==> config.mk <==
export PLATFORM = sky130hd
export DESIGN_NAME = br_sched_rr_bin
export DESIGN_NICKNAME = d
export VERILOG_FILES = /design/src/rtl/br_sched_pkg.sv /design/src/rtl/br_enc_bin2onehot.sv /design/src/rtl/br_sched_rr_bin.sv
export SDC_FILE = /design/constraint.sdc
export NUM_CORES = 1
export LEC_CHECK = 0
export BUFFER_PORTS_ARGS = -buffer_cell sky130_fd_sc_hd__buf_2
export CAP_MARGIN = 20
export CORE_UTILIZATION = 40
export CTS_BUF_LIST = sky130_fd_sc_hd__clkbuf_16
export DETAILED_ROUTE_END_ITERATION = 8
export SKIP_CTS_REPAIR_TIMING = 1
export SLEW_MARGIN = 10
export SYNTH_ARGS = -nofsm -noshare
export SYNTH_HDL_FRONTEND = slang
export SYNTH_SLANG_ARGS = --single-unit
==> constraint.sdc <==
create_clock -name clk -period 3.7 [get_ports clk]
set_clock_uncertainty 0.05 [all_clocks]
set_input_delay 0.74 -clock clk [delete_from_list [all_inputs] [get_ports clk]]
set_output_delay 0.74 -clock clk [all_outputs]
set_load 0.02 [all_outputs]
==> src/rtl/br_sched_pkg.sv <==
// Shared types and constants for the round-robin binary scheduler.
// The optional stall counter is enabled by macro BR_SCHED_RR_BIN_STALL_CNT_EN.
package br_sched_pkg;

  localparam int unsigned StallCntWidth = 16;

  typedef enum logic {
    SchedIdle  = 1'b0,
    SchedGrant = 1'b1
  } sched_state_e;

endpackage

==> src/rtl/br_enc_bin2onehot.sv <==
// Binary index to one-hot decoder; output is all-zero when in_valid is low.
module br_enc_bin2onehot #(
  parameter int unsigned NumOut   = 4,
  parameter int unsigned BinWidth = $clog2(NumOut)
) (
  input  logic                in_valid,
  input  logic [BinWidth-1:0] in_bin,
  output logic [NumOut-1:0]   out_onehot
);

  always_comb begin
    out_onehot = '0;
    for (int unsigned i = 0; i < NumOut; i++) begin
      if (in_valid && (in_bin == BinWidth'(i))) begin
        out_onehot[i] = 1'b1;
      end
    end
  end

endmodule

==> src/rtl/br_sched_rr_bin.sv <==
// Round-robin scheduler with per-winner bursts, ready/valid grant and binary + one-hot winner.
// Define BR_SCHED_RR_BIN_STALL_CNT_EN to add a saturating 16-bit stall_cnt output.
module br_sched_rr_bin
  import br_sched_pkg::*;
#(
  parameter int unsigned NumRequesters = 4,
  parameter int unsigned MaxBurst      = 2,
  parameter int unsigned BinWidth      = $clog2(NumRequesters)
) (
  input  logic                     clk,
  input  logic                     rst,
  input  logic [NumRequesters-1:0] req,
  output logic                     grant_valid,
  input  logic                     grant_ready,
  output logic [BinWidth-1:0]      grant_bin,
  output logic [NumRequesters-1:0] grant_onehot,
  output logic                     grant_last
`ifdef BR_SCHED_RR_BIN_STALL_CNT_EN
  ,
  output logic [StallCntWidth-1:0] stall_cnt
`endif
);

  localparam int unsigned BurstCntWidth = $clog2(MaxBurst + 1);
  localparam logic [BurstCntWidth-1:0] LastCnt = BurstCntWidth'(MaxBurst - 1);
  localparam logic SingleBurst = (MaxBurst == 32'd1);

  if (NumRequesters < 2) begin : g_chk_num_req
    $error("NumRequesters must be at least 2");
  end
  if (MaxBurst < 1) begin : g_chk_max_burst
    $error("MaxBurst must be at least 1");
  end
  if (BinWidth < $clog2(NumRequesters)) begin : g_chk_bin_width
    $error("BinWidth too narrow for NumRequesters");
  end

  sched_state_e               state_q, state_d;
  logic [BinWidth-1:0]        rr_ptr_q, rr_ptr_d;
  logic [BurstCntWidth-1:0]   burst_cnt_q, burst_cnt_d;
  logic [BinWidth-1:0]        grant_bin_q, grant_bin_d;
  logic                       grant_last_q, grant_last_d;

  logic [BinWidth-1:0]        next_ptr_c;
  logic [BinWidth-1:0]        search_ptr_c;
  logic [NumRequesters-1:0]   rot_req_c;
  logic                       found_c;
  logic [BinWidth-1:0]        pick_c;
  logic                       win_req_c;

  assign grant_valid = (state_q == SchedGrant);
  assign grant_bin   = grant_bin_q;
  assign grant_last  = grant_last_q;

  br_enc_bin2onehot #(
    .NumOut  (NumRequesters),
    .BinWidth(BinWidth)
  ) u_enc (
    .in_valid  (grant_valid),
    .in_bin    (grant_bin_q),
    .out_onehot(grant_onehot)
  );

  // On acceptance the search starts just past the current winner; in IDLE from rr_ptr.
  assign next_ptr_c   = (grant_bin_q == BinWidth'(NumRequesters - 1)) ? '0
                                                                      : grant_bin_q + BinWidth'(1);
  assign search_ptr_c = (state_q == SchedIdle) ? rr_ptr_q : next_ptr_c;
  assign rot_req_c    = NumRequesters'({req, req} >> search_ptr_c);
  assign win_req_c    = |(req & grant_onehot);

  always_comb begin
    int unsigned p;
    found_c = 1'b0;
    pick_c  = search_ptr_c;
    p       = 0;
    for (int unsigned i = 0; i < NumRequesters; i++) begin
      if (!found_c && rot_req_c[i]) begin
        found_c = 1'b1;
        p = 32'(search_ptr_c) + i;
        if (p >= NumRequesters) begin
          p = p - NumRequesters;
        end
        pick_c = BinWidth'(p);
      end
    end
  end

  always_comb begin
    state_d      = state_q;
    rr_ptr_d     = rr_ptr_q;
    burst_cnt_d  = burst_cnt_q;
    grant_bin_d  = grant_bin_q;
    grant_last_d = grant_last_q;
    case (state_q)
      SchedIdle: begin
        if (found_c) begin
          state_d      = SchedGrant;
          grant_bin_d  = pick_c;
          burst_cnt_d  = '0;
          grant_last_d = SingleBurst;
        end
      end
      SchedGrant: begin
        if (grant_ready) begin
          if (!grant_last_q && win_req_c) begin
            burst_cnt_d  = burst_cnt_q + BurstCntWidth'(1);
            grant_last_d = (burst_cnt_d == LastCnt);
          end else begin
            rr_ptr_d    = next_ptr_c;
            burst_cnt_d = '0;
            if (found_c) begin
              grant_bin_d  = pick_c;
              grant_last_d = SingleBurst;
            end else begin
              state_d      = SchedIdle;
              grant_last_d = 1'b0;
            end
          end
        end
      end
      default: state_d = SchedIdle;
    endcase
  end

  always_ff @(posedge clk or posedge rst) begin
    if (rst) begin
      state_q      <= SchedIdle;
      rr_ptr_q     <= '0;
      burst_cnt_q  <= '0;
      grant_bin_q  <= '0;
      grant_last_q <= 1'b0;
    end else begin
      state_q      <= state_d;
      rr_ptr_q     <= rr_ptr_d;
      burst_cnt_q  <= burst_cnt_d;
      grant_bin_q  <= grant_bin_d;
      grant_last_q <= grant_last_d;
    end
  end

`ifdef BR_SCHED_RR_BIN_STALL_CNT_EN
  logic [StallCntWidth-1:0] stall_cnt_q, stall_cnt_d;

  always_comb begin
    stall_cnt_d = stall_cnt_q;
    if (grant_valid && !grant_ready && (stall_cnt_q != '1)) begin
      stall_cnt_d = stall_cnt_q + StallCntWidth'(1);
    end
  end

  always_ff @(posedge clk or posedge rst) begin
    if (rst) begin
      stall_cnt_q <= '0;
    end else begin
      stall_cnt_q <= stall_cnt_d;
    end
  end

  assign stall_cnt = stall_cnt_q;
`endif

  a_bin_in_range: assert property (@(posedge clk) disable iff (rst)
    grant_valid |-> (32'(grant_bin) < NumRequesters));

endmodule

# == Yosys cells after proc, flatten, opt, wreduce, memory -nomap -nowiden ==
# Index checks and enable logic that the tools add are counted.
# word_totals
out_inout_bits,8
ff_bits,8
inputBits,7
elab_cells,80
# classes
reduce_logical,17
eq_ne,7
n_mux,34
n_addsub,9
shift,1
bitwise_logic,3
magnitude_cmp,4
# ops
cell,n
$mux W2,16
$mux W1,14
$ge A3 B3 Y1 const B,3
$logic_and A1 B1 Y1,8
$pmux W2 S2,2
$shr A8 B2 Y4,1
$sub A2 B1 Y2 const B,4
$add A2 B2 Y3 const B,2
$ne A2 B2 Y1 const B,3
$add A2 B1 Y2 const B,2
$and A4 B4 Y4,1
$eq A2 B1 Y1 const B,2
$eq A2 B2 Y1 const B,2
$logic_not A1 Y1,4
$pmux W1 S2,2
$reduce_and A2 Y1,2
$reduce_or A4 Y1,1
$add A2 B1 Y3 const B,1
$ge A2 B3 Y1 const B,1
$reduce_and A3 Y1,1
$logic_not A2 Y1,1
$not A1 Y1,2

# == Logic depth before layout (Yosys ltp) ==
# depth
word_depth,18
ltp_mapped,6
depth_no_buf,6

# == Modules after synthesis ==
# From an unflattened synthesis, not the netlist that was laid out.
# unflattened
cells_unflattened,62
area_unflattened_um2,624.3
# modules_own_cells
mod,area_per_inst_um2,seq_area_each_um2,cells_each,instances
br_sched_rr_bin,586.8,200.2,58,1
br_enc_bin2onehot,37.5,0.0,4,1

# == Least setup slack after synthesis ==
# OpenSTA, ideal clock, no wires.
# synth_path
kind,flip-flop to output port
from,reg grant_bin_q[0] (netlist: grant_bin[0])
to,out grant_onehot[3]
t_arrival_ns,1.060
path_buffers,0
slack_ns,1.850
required_ns,2.910
path_stages_with_launch,3
path_cell_list,dfrtp_1 ha_1 and2_1
# synth_between
elab_chain_cells,3
# synth_rtl
item,line_no,text
from (decl),br_sched_rr_bin.sv:41,"logic [BinWidth-1:0] grant_bin_q, grant_bin_d;"
from (signal assigned),br_sched_rr_bin.sv:136,grant_bin_q <= grant_bin_d;
$eq A2 B2 Y1,br_enc_bin2onehot.sv:14,if (in_valid && (in_bin == BinWidth'(i))) begin
$logic_and A1 B1 Y1,br_enc_bin2onehot.sv:14,
$mux W1,br_enc_bin2onehot.sv:14,
to (decl),br_sched_rr_bin.sv:16,"output logic [NumRequesters-1:0] grant_onehot,"
# No other way between the ends.

# == Worst setup path in the final report ==
# layout_path
from,reg grant_bin_q[0] (netlist: grant_bin[0])
to,out grant_onehot[2]
# Same word-level chain as after synthesis.

==> impl_metrics.toml <==
[outcome]
run_status = "finished, final reports clean"

[cells_and_area]
layout.cells.most_common_list = "buf_2, dfrtp_1, inv_1"
final_net_count = 92
commonest_non_fill_non_tap_cell_in_the_layout = "buf_2"
area_growth_pct = 24.8
finish.instance_area_um2 = 795
drive_gt1_share_pct = 32.1
antenna_cells = 0

[clocking]
tritoncts_num_sinks = 8
htreeDepth = 1
reg_clk_slew_reported_paths_ps = 40
max-clock-path-buffers = 2
cts-buffers-inserted = 3
cts_tree = "yes"
clockRootBuffer = "clkbuf_16"
clk-insertion-delay-late_ps = 230

[power_and_ir_drop]
total_power_w = 0.000736
irDropWorstVdd_v = 0.000390
power_frac_clock_pct = 24.5
part_of_the_power_in_combinational_logic_pct = 53.6
power.switching_fraction_pct = 39.6
switchingPower_w = 0.000292
power.density_nw_per_um2 = 926
power.sequential.fraction_pct = 21.9
power.leakage_nw = 0.392
cell_internal_pwr_w = 0.000444

[route]
drt-vias-per-instance = 5.54
drcViolationCount = 0
post_drt_wl_per_cell_um = 13.7
routed_wirelength_um = 1290
antenna_violating_nets_post_route = 0
vias = 521
drt_iter0_markers = 7
first_pass_iters = 4

[worst_setup_path]
worst_setup_path_start_kind = "flip-flop"
critical_path.reg2reg.endpoint = "grant_bin[0]$_DFFE_PP0P_"
regToRegSetupSlack_ps = 1820
crit_end = "grant_onehot[2]"
setup.worst_path.end_class = "output pin"
crit_path_max_fanout = 7
r2r_startpoint = "grant_bin[0]$_DFFE_PP0P_"
critical_path_required_ps = 2910
critPathLaunch = "grant_bin[0]$_DFFE_PP0P_"
timing.setup.critical_path_class = "flip-flop to output pin"
worstRegToRegCells = 5
timing.critical_path.arrival_ps = 1320

[synthesis]
synth_sequential_area_ratio_pct = 31.4
synth_enable_flop_cells = 0
async_reset_ff_share_pct = 100
ys_types = 31
synth_nets = 74
post_synth_instance_area_um2 = 637
synth-seq-cells = 8
netlist_instances = 62
dominantRegCellSynth = "dfrtp_1"
ys.warnings.count = 0
synthesis.area_per_instance_um2 = 10.3

[placement]
buffer_ports.inserted = 14
postPlaceCellArea_um2 = 719
routabilityCongestion = 0.797
dp.final_hpwl_um = 986

[floorplan]
ioPinCount = 15
placementRows = 14
floorplan.initialDensity_pct = 42.8
floorplan.die.height_um = 41.9
die_area_um2 = 1760
chipWidth_um = 41.9
core_area_um2 = 1490

[sta]
maximum_clock_frequency_ghz = 0.474
post-route-min-period_ps = 2110
slew_headroom_pct = 55.6
hold_violations = 0
setup_tns_ps = 0
final_max_slew_viol_count = 0
worst-slew-pin-transition_ps = 659
post-route-period-util_pct = 57.1
grt_setup_unrepaired = "no"
report.final.setup_viol = 0

[min_path]
timing.hold.worst.class = "primary input to async pin"

[global_routing]
overflow = 0
globalRouteMet1Util_pct = 18.1
first_global_vias = 477
globalRoute.busiestLayer = "met2"
largest_net_degree_at_the_start_of_global_routing = 15
grt_pass1_wl_um = 2040
globalRouteMet2Util_pct = 26.6
grt_usage_pct = 15.7
antenna_violations_before_repair = 0
use_met3_pct = 3.91

[run]
max_cap_violations = 0
==> how the worst min path moves through the flow <==
stage                            start                    endpoint  slack (ps)
2_1_floorplan  rr_ptr_q[0]$_DFFE_PP0P_     rr_ptr_q[0]$_DFFE_PP0P_         420
5_1_grt                            rst  burst_cnt_q[0]$_DFFE_PP0P_         420
3_5_place_dp   rr_ptr_q[0]$_DFFE_PP0P_     rr_ptr_q[0]$_DFFE_PP0P_         450
6_report                           rst  burst_cnt_q[0]$_DFFE_PP0P_         390
3_3_place_gp   rr_ptr_q[0]$_DFFE_PP0P_     rr_ptr_q[0]$_DFFE_PP0P_         460
4_1_cts                            rst     rr_ptr_q[1]$_DFFE_PP0P_         410
==> layer usage <==
layer | part of all wire [%] | wire length [um]
met1 | 43 | 551
met4 | 1.5 | 20
met2 | 52 | 672
met3 | 3.8 | 49
met5 | 0 | 0
==> cell families (layout without fill, tap and decap cells) <==
logic type	Yosys count	in the layout	share of synthesized area, %
and+or+nand+nor	17	17	17.3
AOI/OAI and AO/OA	19	19	24.8
adders and majority gates	5	5	9.82
DFF	8	8	31.4
buffers and inverters	7	23	4.72
muxes	6	6	12.0
==> Yosys cell counts, drive strengths merged (3+ instances only) <==
library cell  instances  area, um2
a21oi                 3       15.0
and2                  4       25.0
mux2                  3       33.8
inv                   6       22.5
ha                    5       62.6
dfrtp                 8        200
mux2i                 3       42.5
a22o                  3       26.3
a31oi                 3       18.8
==> final cells by class <==
| type | count | area, um2 |
|---|---|---|
| Tap cell | 16 | 20.0 |
| Fill cell | 135 | 694 |
| Multi-Input combinational cell | 47 | 407 |
| Clock buffer | 3 | 75.1 |
| Inverter | 6 | 22.5 |
| Sequential cell | 8 | 200 |
| Timing Repair Buffer | 14 | 70.1 |
==> stage by stage <==
stage | utilization, % | worst slack [ps] | cells | hold slack [ps]
2_1_floorplan | - | 1850 | 62 | 419
3_3_place_gp | 48.3 | 1680 | 91 | 457
3_5_place_dp | 48.3 | 1640 | 91 | 447
4_1_cts | 53.4 | 1580 | 94 | 409
5_1_grt | 53.4 | 1510 | 94 | 419
6_report | 53.4 | 1590 | 94 | 395
==> power by group through the flow <==
stage | Combinational (W) | Sequential (W) | Clock [W]
final | 0.000394 | 0.000162 | 0.000180
after global routing | 0.000427 | 0.000167 | 0.000191
after CTS | 0.000397 | 0.000162 | 0.000185
after detailed placement | 0.000395 | 0.000162 | 0
after global placement | 0.000394 | 0.000161 | 0
after floorplan | 0.000284 | 0.000175 | 0
==> flip-flops by register name (all words and copies together) (netlist names) <==
signal,flops
burst_cnt_q,2
grant_bin,2
grant_last,1
grant_valid,1
rr_ptr_q,2
==> critical path, cell delays in order (launching register included) <==
cell     delay, ps
dfrtp_1        440
inv_1           90
ha_1           250
and2_1         150
buf_2          150
Note: power is estimated with default switching activity, not from simulation.
